**config.mk**
```make
export PLATFORM = sky130hd
export DESIGN_NAME = div_arbiter
export DESIGN_NICKNAME = d
export VERILOG_FILES = /design/src/rtl/div_arbiter.sv
export SDC_FILE = /design/constraint.sdc
export NUM_CORES = 1
export LEC_CHECK = 0
export ABC_CLOCK_PERIOD_IN_PS = 2400
export BUFFER_PORTS_ARGS = -buffer_cell sky130_fd_sc_hd__buf_2
export CAP_MARGIN = 20
export CELL_PAD_IN_SITES_DETAIL_PLACEMENT = 0
export CELL_PAD_IN_SITES_GLOBAL_PLACEMENT = 1
export CORE_MARGIN = 2
export CORE_UTILIZATION = 32
export CTS_BUF_LIST = sky130_fd_sc_hd__clkbuf_8
export DETAILED_ROUTE_END_ITERATION = 8
export GPL_TIMING_DRIVEN = 0
export PLACE_DENSITY_LB_ADDON = 0.1
export SETUP_SLACK_MARGIN = 0.1
export SLEW_MARGIN = 25
export SYNTH_ARGS = -nofsm -noshare
export SYNTH_HDL_FRONTEND = slang
export SYNTH_SLANG_ARGS = --single-unit
```
**constraint.sdc**
```tcl
create_clock -name clk -period 2.4 [get_ports clk]
set_input_delay 0.48 -clock clk [delete_from_list [all_inputs] [get_ports clk]]
set_output_delay 0.48 -clock clk [all_outputs]
set_load 0.005 [all_outputs]
```
**src/rtl/div_arbiter.sv**
```systemverilog
// div_arbiter: shares one fixed-latency pipelined divider among NUM_REQ requesters.
// Arbitrates requests, registers the winning operands into the divider, tracks
// in-flight tags and routes each quotient back as a one-cycle one-hot pulse.
// A zero denominator is replaced by the safe operands 0/1 and flagged as dbz.
// Build macro DIV_ARB_FIXED_PRIO_EN selects fixed priority (lowest index wins)
// with no pointer register; without it, arbitration is round-robin.
module div_arbiter #(
   parameter int NUM_REQ     = 2,
   parameter int NUMER_W     = 24,
   parameter int DENOM_W     = 16,
   parameter int DIV_LATENCY = 6
) (
   input  logic                       clk,
   input  logic                       rst,
   input  logic [NUM_REQ-1:0]         req_valid,
   input  logic [NUM_REQ*NUMER_W-1:0] req_numer,
   input  logic [NUM_REQ*DENOM_W-1:0] req_denom,
   output logic [NUM_REQ-1:0]         req_ready,
   output logic                       div_clr,
   output logic [NUMER_W-1:0]         div_numer,
   output logic [DENOM_W-1:0]         div_denom,
   input  logic [NUMER_W-1:0]         div_quotient,
   output logic [NUM_REQ-1:0]         resp_valid,
   output logic [NUMER_W-1:0]         resp_quotient,
   output logic                       resp_dbz,
   output logic                       busy
);

   localparam int ID_W = $clog2(NUM_REQ);

   typedef struct packed {
      logic            valid;
      logic [ID_W-1:0] id;
      logic            dbz;
   } tag_t;

   logic               grant_vld;
   logic [ID_W-1:0]    grant_id;
   logic               xfer;
   logic [NUMER_W-1:0] sel_numer;
   logic [DENOM_W-1:0] sel_denom;
   logic [NUMER_W-1:0] div_numer_q, div_numer_d;
   logic [DENOM_W-1:0] div_denom_q, div_denom_d;
   tag_t               tag_d;
   tag_t               tag_q [DIV_LATENCY];
   tag_t               resp_q;

`ifdef DIV_ARB_FIXED_PRIO_EN
   // Fixed priority: the lowest-index asserting requester wins.
   always_comb begin
      // NOTE: every signal written here gets a default first, so no path leaves it unassigned and no latch is inferred.
      grant_vld = 1'b0;
      grant_id  = '0;
      for (int i = NUM_REQ - 1; i >= 0; i--) begin
         if (req_valid[i]) begin
            grant_vld = 1'b1;
            grant_id  = ID_W'(i);
         end
      end
   end
`else
   logic [ID_W-1:0] ptr_q, ptr_d;

   // Round-robin: search from the pointer upward with wrap; the smallest offset wins.
   always_comb begin
      logic [ID_W:0] idx;
      grant_vld = 1'b0;
      grant_id  = '0;
      idx       = '0;
      for (int off = NUM_REQ - 1; off >= 0; off--) begin
         idx = {1'b0, ptr_q} + (ID_W+1)'(off);
         if (idx >= (ID_W+1)'(NUM_REQ)) idx = idx - (ID_W+1)'(NUM_REQ);
         if (req_valid[idx[ID_W-1:0]]) begin
            grant_vld = 1'b1;
            grant_id  = idx[ID_W-1:0];
         end
      end
   end

   // Pointer moves past the granted requester; it holds when nothing is granted.
   always_comb begin
      ptr_d = ptr_q;
      if (xfer) ptr_d = (grant_id == ID_W'(NUM_REQ - 1)) ? '0 : grant_id + 1'b1;
   end

   // Pointer register, back to requester 0 on reset.
   always_ff @(posedge clk) begin
      // NOTE: sequential state uses non-blocking assignments so every register samples pre-edge values.
      if (rst) ptr_q <= '0;
      else     ptr_q <= ptr_d;
   end
`endif

   // One-hot grant, suppressed while reset is asserted.
   always_comb begin
      xfer = grant_vld & ~rst;
      for (int i = 0; i < NUM_REQ; i++) begin
         req_ready[i] = xfer && (grant_id == ID_W'(i));
      end
   end

   // Issue stage: pick the winner's operands, substitute 0/1 on a zero denominator.
   always_comb begin
      sel_numer   = req_numer[grant_id*NUMER_W +: NUMER_W];
      sel_denom   = req_denom[grant_id*DENOM_W +: DENOM_W];
      div_numer_d = div_numer_q;
      div_denom_d = div_denom_q;
      tag_d       = '0;
      if (xfer) begin
         tag_d.valid = 1'b1;
         tag_d.id    = grant_id;
         tag_d.dbz   = (sel_denom == '0);
         if (sel_denom == '0) begin
            div_numer_d = '0;
            div_denom_d = DENOM_W'(1);
         end else begin
            div_numer_d = sel_numer;
            div_denom_d = sel_denom;
         end
      end
   end

   // Operand registers, tag pipeline aligned with the divider, and the response stage.
   always_ff @(posedge clk) begin
      if (rst) begin
         div_numer_q <= '0;
         div_denom_q <= DENOM_W'(1);
         // NOTE: the tag array is reset because its valid bits decide whether a response fires; a data-only array would not need it.
         for (int i = 0; i < DIV_LATENCY; i++) tag_q[i] <= '0;
         resp_q      <= '0;
      end else begin
         div_numer_q <= div_numer_d;
         div_denom_q <= div_denom_d;
         tag_q[0]    <= tag_d;
         for (int i = 1; i < DIV_LATENCY; i++) tag_q[i] <= tag_q[i-1];
         resp_q      <= tag_q[DIV_LATENCY-1];
      end
   end

   // Response decode: the quotient is valid in the cycle the tag reaches the response stage.
   always_comb begin
      busy = resp_q.valid;
      for (int i = 0; i < DIV_LATENCY; i++) busy = busy | tag_q[i].valid;
      for (int i = 0; i < NUM_REQ; i++) begin
         resp_valid[i] = resp_q.valid && (resp_q.id == ID_W'(i));
      end
      resp_quotient = (resp_q.valid && !resp_q.dbz) ? div_quotient : '0;
      resp_dbz      = resp_q.valid & resp_q.dbz;
   end

   assign div_clr   = rst;
   assign div_numer = div_numer_q;
   assign div_denom = div_denom_q;

endmodule

```
==> metrics.md <==
| Metric | Value |
|---|---|
| Status | finished, final reports clean |
| Worst path required time | ~1.9 ns |
| Net Sw Frac | 0.264 |
| Netlist cell types | 23 |
| Worst Skew | 0.00664 ns |
| Dpl ws | 0.196 ns |
| Final Setup Violations | 0 |
| Top cells by area, synth | dfxtp_1 49%, and2_1 13%, a221o_1 9.5% |
| DRC marker count from the first detailed-route iteration | 50 |
| CTS max path bufs | 2 |
| Fmax | between 400 and 500 MHz |
| Post-route setup slack | 0.308 ns |
| Hold path cells | 2 |
| Largest area contributor in the netlist | dfxtp_1 |
| Via count | 2505 |
| Grt total ovfl | 0 |
| Initial antenna violation count | 0 |
| Global placement routability congestion | 0.768 |
| Worst slew pin tran | around 0.51 ns |
| Normalized max-slew margin | 0.656 |
| Pwr Total | 2240 uW |
| PostCTS Resize Cnt | 0 |
| Root buffer cell | clkbuf_8 |
| Layout fillers | 790 |
| Met2 Use GR | 0.280 |
| Vias per inst | 4.56 |
| TNS Setup | 0 ns |
| Power Dens Cells | 600 nW/um^2 |
| FP Rows | 32 |
| Core Region | about 7700 um^2 |
| Grt met1 use | 0.212 |
| Commonest cells post-synth | 62 x dfxtp_1, 51 x and2_1, 24 x a221o_1 |
| Post-synth net total | 361 |
| Antenna Nets Post-Route | 0 |
| Met3 Resource Use GR | 0.0701 |
| Syn Area/Cell | 10.0 um^2 |
| Yosys reg bits | 62 |
| Register area share after synthesis | 0.489 |
| Async SR Flop Fraction | 0 |
| I/O pins | 179 |
| Share of Yosys cell area claimed by the top area cell type | 0.489 |
| Vias in the first global route | ~2.4k |
| Largest net degree at the start of global routing | 13 |
| Most frequent cell after synthesis | dfxtp_1 |
| Ant. Diodes | 0 |
| Gr busiest metal | met2 |
| CTS tree | yes |
| Post-Route WL | 7.40 mm |
| Die footprint | 8670 um^2 |
| R2R cell count | 5 |
| Area grow syn2layout | 47.0% |
| Min-delay worst type | in2reg |
| Hold wc startpoint | req_numer[36] |
| Post-Syn Area | 2540 um^2 |
| Share of cells above drive strength 1 | 0.463 |
| Crit path kind | reg2out |
| Clk Latency, worst-skew pair | between 0.3 and 0.4 ns |
| Switch Pwr | 591 uW |
| DR WL/cell | 13.5 um |
| Startpoint Class | flip-flop |
| Leakage | a little under 0.002 uW |
| CP max FO | 10 |
| Final Util | 0.483 |
| Worst IR Drop VDD | 0.000235 V |
| GRT Overall Usage | 0.172 |
| Top_reg_cell synth | dfxtp_1 |
| RSZ-0062 raised after global routing | false |
| Maxcap violations | 0 |
| R2R Path End | div_numer[10] |
| Post-CTS Hold Buffers | 0 |
| CP Data Arrival Time | 1.61 ns |
| TritonCTS Buffers | 9 |
| Drc violations | 0 |
| RR Startpoint | ptr_q |
| First-pass GRT wire length | 11.6 mm |
| End of the worst hold path | div_numer[12] |
| Comb power frac | 0.147 |
| Drt pass-1 iters | 6 |
| Initial core utilization | 0.329 |
| Flop2flop setup slack | 0.73 ns |
| Clk pin slew, worst setup/hold paths | around 0.070 ns |
| Final Hold Viols | 0 |
| Final #Nets | 550 |
| Pint | 1650 uW |
| H-tree levels | 3 |
| Die Wd | 93.1 um |
| Yosys warnings | 0 |
| Buffer count from post-CTS setup fixing | 0 |
| Number of synthesized flops with an enable pin | 0 |
| Synth Instances | 253 |
| Fin crit share | 0.871 |
| Die span in y | 93.1 um |
| Crit. End Element | primary output |
| Max-slew violations | 0 |
| IO buf count | 178 |
| Minimum clock period | 2.09 ns |
| Clock power frac | 0.354 |
| Final HPWL DP | 5.86 mm |
| Sequential group share of total power | 0.499 |
| Clock sink count | 62 |
per-layer routing:
layer  routed length [um]  vias to the layer above
met3                  690                        5
li1                     -                     1277
met5                    0                        -
met1                 3250                     1104
met2                 3410                      119
met4                   50                        0
per-stage QoR:
| step | area (um^2) | hold slack (ns) | std cells |
|---|---|---|---|
| 3_3_place_gp | 3560 | 0.418 | 533 |
| 2_1_floorplan | 2540 | 0.414 | 253 |
| 6_report | 3730 | 0.370 | 549 |
| 5_1_grt | 3730 | 0.352 | 549 |
| 3_5_place_dp | 3560 | 0.424 | 533 |
| 4_1_cts | 3730 | 0.350 | 549 |
cells by family after synthesis:
kind of cell           share of synthesized area
and+or+nand+nor                            0.250
DFF                                        0.489
AOI/OAI and AO/OA                          0.149
buffers and inverters                     0.0493
muxes                                     0.0631
worst max path at each step:
stage,start,to,cells past startpoint
2_1_floorplan,req_denom[3],div_numer[0],6
3_3_place_gp,rst,req_ready[1],5
3_5_place_dp,rst,req_ready[1],5
4_1_cts,rst,req_ready[1],5
5_1_grt,resp_q[2],resp_quotient[15],4
6_report,resp_q[2],resp_quotient[16],4
cell type report:
cell class / instances / area (um^2) / share of cell area
Inverter: 3 / 11.3 / 0.00302
Clock inverter: 7 / 50.0 / 0.0134
Timing Repair Buffer: 178 / 891 / 0.239
Multi-Input combinational cell: 168 / 1170 / 0.314
Buffer: 20 / 115 / 0.0308
Sequential cell: 62 / 1240 / 0.332
Tap cell: 102 / 128 / 0.0342
Clock buffer: 9 / 124 / 0.0332
worst max-delay path, cell delays in order (launching register included):
cell and delay, ns:
dfxtp_1 0.39, nor2b_1 0.31, clkbuf_1 0.30, and2_1 0.16, buf_2 0.11
state kept, by name (all words and copies together), names as in the netlist:
name and count:
div_denom 16, div_numer 24, ptr_q 1, resp_q 3, tag_q 18
placed cells by master (no fill, tap or decap), drive strengths merged:
cell	count
clkinv	6
nor3	4
buf	186
mux2i	16
a211oi	15
nand2	1
and2	51
clkbuf	21
nor2b	21
dfxtp	62
a221o	24
a21oi	1
nor2	20
or2	1
and4	2
a221oi	1
o21a	1
o21ai	1
inv	4
nor4	9
power by group through the flow:
stage                     Sequential [uW]  Clock [uW]  Combinational, uW
final                                1120         794                328
after global routing                 1130         874                366
after CTS                            1120         832                334
after detailed placement             1140           0                332
after global placement               1140           0                332
after floorplan                      1150           0                135
(Power assumes the default switching activity.)
